**config.mk**
```make
export PLATFORM = sky130hd
export DESIGN_NAME = roll_offset_generator
export DESIGN_NICKNAME = d
export VERILOG_FILES = /design/src/rtl/roll_offset_generator.sv
export SDC_FILE = /design/constraint.sdc
export NUM_CORES = 1
export LEC_CHECK = 0
export CORE_ASPECT_RATIO = 1.2
export CORE_MARGIN = 2
export CORE_UTILIZATION = 40
export DETAILED_ROUTE_END_ITERATION = 8
export GPL_TIMING_DRIVEN = 0
export MAX_ROUTING_LAYER = met4
export PLACE_DENSITY = 0.8
export SLEW_MARGIN = 20
export SYNTH_ARGS = -nofsm -noshare
export SYNTH_HDL_FRONTEND = slang
export SYNTH_SLANG_ARGS = --single-unit
```
**constraint.sdc**
```tcl
create_clock -name clk -period 0.8 [get_ports clk]
set_clock_uncertainty 0.15 [all_clocks]
set_input_delay 0.12 -clock clk [delete_from_list [all_inputs] [get_ports clk]]
set_output_delay 0.12 -clock clk [all_outputs]
set_load 0.01 [all_outputs]
```
**src/rtl/roll_offset_generator.sv**
```systemverilog
// roll_offset_generator
//   Turns the 8-bit receiver roll channel into per-motor thrust offsets for a
//   quad-X airframe. The motor mixer adds these offsets to the base throttle.
//   Stick right of CENTER raises the left-side motors (1 = front-left,
//   3 = rear-left). Stick left of CENTER raises the right-side motors
//   (2 = front-right, 4 = rear-right).
//
//   Optional feature macro: ROLL_OFFSET_SLEW_EN.
//   When it is defined, each output moves toward its target by at most
//   SLEW_STEP per cycle. When it is undefined, the outputs are the targets
//   registered with one cycle of latency.
//
// Ports
//   clk            in   system clock, rising edge
//   rst_n          in   asynchronous active-low reset; all outputs forced to 0
//   roll_rec_val   in   [7:0] unsigned roll command
//   motor_1_offset out  [7:0] front-left offset
//   motor_2_offset out  [7:0] front-right offset
//   motor_3_offset out  [7:0] rear-left offset
//   motor_4_offset out  [7:0] rear-right offset
module roll_offset_generator #(
    parameter int unsigned CENTER     = 128,
    parameter int unsigned DEADBAND   = 4,
    parameter int unsigned GAIN_SHIFT = 0,
    parameter int unsigned MAX_OFFSET = 255,
    parameter int unsigned SLEW_STEP  = 8
) (
    input  logic       clk,
    input  logic       rst_n,
    input  logic [7:0] roll_rec_val,
    output logic [7:0] motor_1_offset,
    output logic [7:0] motor_2_offset,
    output logic [7:0] motor_3_offset,
    output logic [7:0] motor_4_offset
);

    localparam logic [8:0]  CenterW = 9'(CENTER);
    localparam logic [8:0]  DeadW   = 9'(DEADBAND);
    localparam logic [10:0] MaxW    = 11'(MAX_OFFSET);

    logic [8:0]  mag;
    logic        dir_right;
    logic [8:0]  eff;
    logic [10:0] scaled;
    logic [7:0]  target;
    logic [7:0]  tgt_left_d;   // motors 1 and 3
    logic [7:0]  tgt_right_d;  // motors 2 and 4
    logic [7:0]  left_q, left_d;
    logic [7:0]  right_q, right_d;

    // The magnitude never exceeds 254, so eff << 3 still fits in 11 bits.
    always_comb begin
        dir_right = 1'b0;
        mag       = '0;
        eff       = '0;
        scaled    = '0;
        target    = '0;
        if ({1'b0, roll_rec_val} >= CenterW) begin
            dir_right = 1'b1;
            mag       = {1'b0, roll_rec_val} - CenterW;
        end else begin
            mag       = CenterW - {1'b0, roll_rec_val};
        end
        if (mag > DeadW) begin
            eff = mag - DeadW;
        end
        scaled = {2'b00, eff} << GAIN_SHIFT;
        target = (scaled > MaxW) ? MaxW[7:0] : scaled[7:0];
        tgt_left_d  = dir_right ? target : 8'd0;
        tgt_right_d = dir_right ? 8'd0 : target;
    end

`ifdef ROLL_OFFSET_SLEW_EN
    localparam logic [7:0] StepW = 8'(SLEW_STEP);

    function automatic logic [7:0] slew(input logic [7:0] cur, input logic [7:0] tgt);
        logic [7:0] res;
        res = tgt;
        if (tgt > cur) begin
            if ((tgt - cur) > StepW) res = cur + StepW;
        end else if (cur > tgt) begin
            if ((cur - tgt) > StepW) res = cur - StepW;
        end
        return res;
    endfunction

    always_comb begin
        left_d  = slew(left_q, tgt_left_d);
        right_d = slew(right_q, tgt_right_d);
    end
`else
    always_comb begin
        left_d  = tgt_left_d;
        right_d = tgt_right_d;
    end
`endif

    always_ff @(posedge clk or negedge rst_n) begin
        if (!rst_n) begin
            left_q  <= '0;
            right_q <= '0;
        end else begin
            left_q  <= left_d;
            right_q <= right_d;
        end
    end

    // Each motor pair shares a single register, so paired outputs stay equal.
    assign motor_1_offset = left_q;
    assign motor_3_offset = left_q;
    assign motor_2_offset = right_q;
    assign motor_4_offset = right_q;

endmodule

```
== Word level (Yosys, flattened, before mapping) ==
Cells that the tools add are included.
Storage, ports and cells
  register bits after elaboration: 16
  logic and storage cells: 14
  input bits: 10
  output and inout bits: 32
Operators by class
  magnitude comparators: 3
  add/sub/neg operators: 3
  mux-type cells: 6
Operators by type and width (number)
  2-to-1 mux 8 bit: 3
  2-to-1 mux 9 bit: 2
  greater-than comparator 9 x 3 -> 1 bit (second input constant): 1
  greater-than comparator 9 x 8 -> 1 bit (second input constant): 1
  subtractor 8 x 8 -> 9 bit (first input constant): 1
  subtractor 8 x 8 -> 9 bit (second input constant): 1
  subtractor 9 x 3 -> 9 bit (second input constant): 1
  greater-or-equal comparator 8 bit (second input constant): 1
  2-to-1 mux 1 bit: 1

== Depth between registers and ports, before layout ==
  depth after elaboration: 7
  mapped depth: 8

== Least setup slack after synthesis ==
Ideal clock, no wire load.
  path kind: input port to flip-flop
  from: in roll_rec_val[0]
  to: reg right_q[6], in the netlist motor_2_offset[6]
  arrival: 1529 ps
  slack: -1004 ps
  stages: 7
  cell sequence: inv_1 ha_1 nor3b_4 mux2i_1 o32ai_4 and2b_4 mux2_4
On the way
  word-level cells in the longest chain between the ends: 7
  elaborated cells between the ends (all ways): 11
  those cells by class: add/sub (3); order compare (3); mux (5)
RTL lines
  start, declared: RTL line 30  | input logic [7:0] roll_rec_val,
  subtractor 8 x 8 -> 9 bit (tied with other cells): RTL line 62  | mag = CenterW - {1'b0, roll_rec_val};
  2-to-1 mux 9 bit: RTL line 58  | if ({1'b0, roll_rec_val} >= CenterW) begin
  subtractor 9 x 3 -> 9 bit / greater-than comparator 9 x 3 -> 1 bit (equally long branches): RTL line 65, 64
  2-to-1 mux 9 bit: RTL line 64  | if (mag > DeadW) begin
  greater-than comparator 9 x 8 -> 1 bit: RTL line 68  | target = (scaled > MaxW) ? MaxW[7:0] : scaled[7:0];
  2-to-1 mux 8 bit: RTL line 68
  2-to-1 mux 8 bit *: RTL line 70  | tgt_right_d = dir_right ? 8'd0 : target;
  via right_d[6]: RTL line 49  | logic [7:0] right_q, right_d;
  end signal, assigned: RTL line 104  | right_q <= right_d;
  end, declared: RTL line 49
The timed path passes the listed nets; every way through them passes the cells marked *.

== Worst setup path after layout ==
  from: in roll_rec_val[1]
  to: reg right_q[6], in the netlist motor_2_offset[6]
Same word-level chain as after synthesis.

==> impl_metrics.py <==
metrics = {
    "run_status": {
        "status": "finished, violations left",
        "violations": "hold timing, setup timing",
    },
    "worst_setup_path": {
        "critPathTopFamily": "multiplexers",
        "path_class": "in2reg",
        "critPathMaxFanout": 4,
        "start_kind": "input port",
        "crit_path_end_kind": "flip-flop",
        "critPathSlowestCell": "mux2i_2",
        "worstPathRequired_ns": 0.83,
        "path_buf_inv": 2,
        "crit_chain": "buf_12, inv_16, ha_4, nor3b_4, mux2i_2, o32ai_4, and2b_4, mux2_4",
        "critPathArrivalTime_ns": 1.58,
        "max_stage_delay_ns": 0.30,
    },
    "final_layout": {
        "num-nets-final": 184,
        "diodes": 0,
        "finalNonFillerCells": 204,
        "area_growth_pct": 61.6,
        "drive_gt1_share_pct": 53.8,
        "fin_area_um2": 1790,
        "final_cell_mix": "buf_6 (39), dfrtp_1 (16), nor2_1 (15), buf_2 (14), buf_4 (12)",
        "layout_commonest_cell": "buf_6",
    },
    "drt": {
        "ant_nets": 0,
        "routed_wl_mm": 2.64,
        "drtIter0Drc": 31,
        "vias": 1027,
        "drcViolationCount": 0,
        "dr.pass1.iters": 4,
        "vias_per_cell": 5.03,
        "wl_per_cell_um": 13.0,
    },
    "power": {
        "vdd_drop_max_v": 0.000656,
        "seqPwrFrac_pct": 39.8,
        "p_int_mw": 1.61,
        "clkPwrFrac_pct": 22.9,
        "power.leakage_nw": 0.864,
        "switchingPower_mw": 0.658,
        "p_sw_share_pct": 29.0,
        "power_density_nw_per_um2": 1270,
        "p_comb_share_pct": 37.2,
    },
    "synth": {
        "syn_area_per_cell_um2": 9.56,
        "synth_xor_area_share_pct": 5.53,
        "ys_ff_latch": 16,
        "netlist-cell-type-count": 43,
        "synth-async-reset-ratio_pct": 100,
        "synth_top_family_by_area": "compound AO/OA/AOI/OAI gates",
        "syn_inst": 116,
        "syn_nets": 128,
        "synthAdderAreaFrac_pct": 2.26,
        "syn_area_um2": 1110,
        "synthMuxAreaShare_pct": 3.16,
        "synth_edf_count": 0,
        "ys.flop_type": "dfrtp_1",
        "synth_compound_area_share_pct": 19.1,
        "synth_seq_area_share_pct": 36.1,
        "yosys_warnings": 0,
        "yosys.area_share.simple_pct": 17.0,
    },
    "timing": {
        "finalHoldViolCount": 17,
        "timing.hold.ws_ns": -0.190,
        "rsz0062_at_grt": "true",
        "finalSetupViolCount": 47,
        "setup_ws_ns": -0.752,
        "slew_viol_final": 0,
        "max-slew-margin-rel_pct": 56.1,
        "tns_ns": -21.56,
        "period_minus_slack_ns": 1.55,
        "timing.final.crit_share_pct": 194,
        "worst_slew_pin_slew_ns": 0.658,
        "fmax_mhz": 644,
    },
    "place": {
        "dp.cells": 187,
        "place_hpwl_mm": 1.88,
        "gp_congestion": 0.902,
        "io_buffers": 38,
        "place_area_um2": 1630,
        "place_ws_ns": -1.78,
    },
    "global_route": {
        "grt_max_degree": 17,
        "grt_pass1_wl_mm": 4.21,
        "grt_usage_pct": 18.9,
        "antenna_found_initial": 0,
        "grt_pass1_vias": 931,
        "overflow": 0,
    },
    "cts": {
        "cts-buffers-inserted": 3,
        "cts_sinks": 16,
        "clk_pin_slew_ns": 0.08,
        "cts_tree": "yes",
        "htree_num_levels": 1,
        "cts-root-buf": "clkbuf_4",
        "cts_buffer_depth": 2,
    },
    "die": {
        "die_height_um": 61.7,
        "num_rows": 20,
        "io_pins": 42,
        "core_area_um2": 2580,
        "initial_core_util_pct": 43.0,
        "die_width_um": 52.1,
        "die_area_um2": 3210,
    },
    "hold_path": {
        "hp-class": "in2async",
    },
    "flow_run": {
        "drv_cap": 0,
    },
}
[path summary, 6_finish.rpt]
| check | startpoint | end | slack, ns | depth (start not counted) |
|---|---|---|---|---|
| max in group asynchronous | rst_n | motor_1_offset[1] | 0.27 | 1 |
| worst max-delay path | roll_rec_val[1] | motor_2_offset[6] | -0.75 | 8 |
| worst min-delay path | rst_n | motor_2_offset[7] | -0.19 | 1 |
| min in group clk | roll_rec_val[0] | motor_1_offset[0] | 0 | 4 |
[stage by stage]
stage,total power [mW],utilization [%]
floorplan,1.35,-
global placement,1.68,63.1
detailed placement,1.69,63.1
global route,2.40,69.5
CTS,2.30,70.6
finish,2.27,69.5
[per-layer routing]
layer / track usage, % / share of wire [%] / vias up
met5: - / 0 / -
met4: 10.9 / 2.6 / 0
met3: 1.70 / 5.4 / 7
met2: 34.5 / 57 / 39
met1: 19.7 / 35 / 487
li1: - / - / 494
[synth_stat cells (all sizes together) (3+ instances only)]
library cell | number | share of area, %
clkbuf | 3 | 1.0
o21ai | 5 | 2.3
nor2 | 15 | 5.1
dfrtp | 16 | 36
xnor2 | 3 | 2.4
inv | 5 | 1.7
a21o | 3 | 2.0
a21oi | 4 | 2.1
xor2 | 4 | 3.2
nand2 | 4 | 1.4
buf | 20 | 14
[sequential cells by signal, summed over array words and instances, names as in the netlist]
| name | cells |
|---|---|
| motor_1_offset | 8 |
| motor_2_offset | 8 |
[power groups by stage]
stage	registers, mW	logic (mW)	clock network, mW
after floorplan	0.944	0.403	0
after global placement	0.913	0.763	0
after detailed placement	0.918	0.774	0
after CTS	0.898	0.863	0.537
after global routing	0.911	0.913	0.579
final	0.904	0.846	0.521
[layout make-up]
type	count	area, um2
Fill cell	207	786
Timing Repair Buffer	64	608
Multi-Input combinational cell	72	586
Sequential cell	16	400
Buffer	10	77.6
Inverter	5	42.5
Tap cell	33	41.3
Clock buffer	4	36.3
[cell families (layout without fill, tap and decap cells)]
family	count (synthesis)	in the layout
adders and majority gates	2	2
AOI/OAI and AO/OA	26	26
xor gates and xnor gates	7	7
muxes	3	3
other	1	1
DFF	16	16
and+or+nand+nor	33	33
buffers and inverters	28	83
[what timing repair did]
item,in CTS,in global routing
gates resized for setup,190,8
endpoints found under the setup margin,63,47
pin swaps,9,5
cloned,0,0
buffers inserted,25,4
endpoints found under the hold margin,18,18
Power figures use the tool's default switching activity.
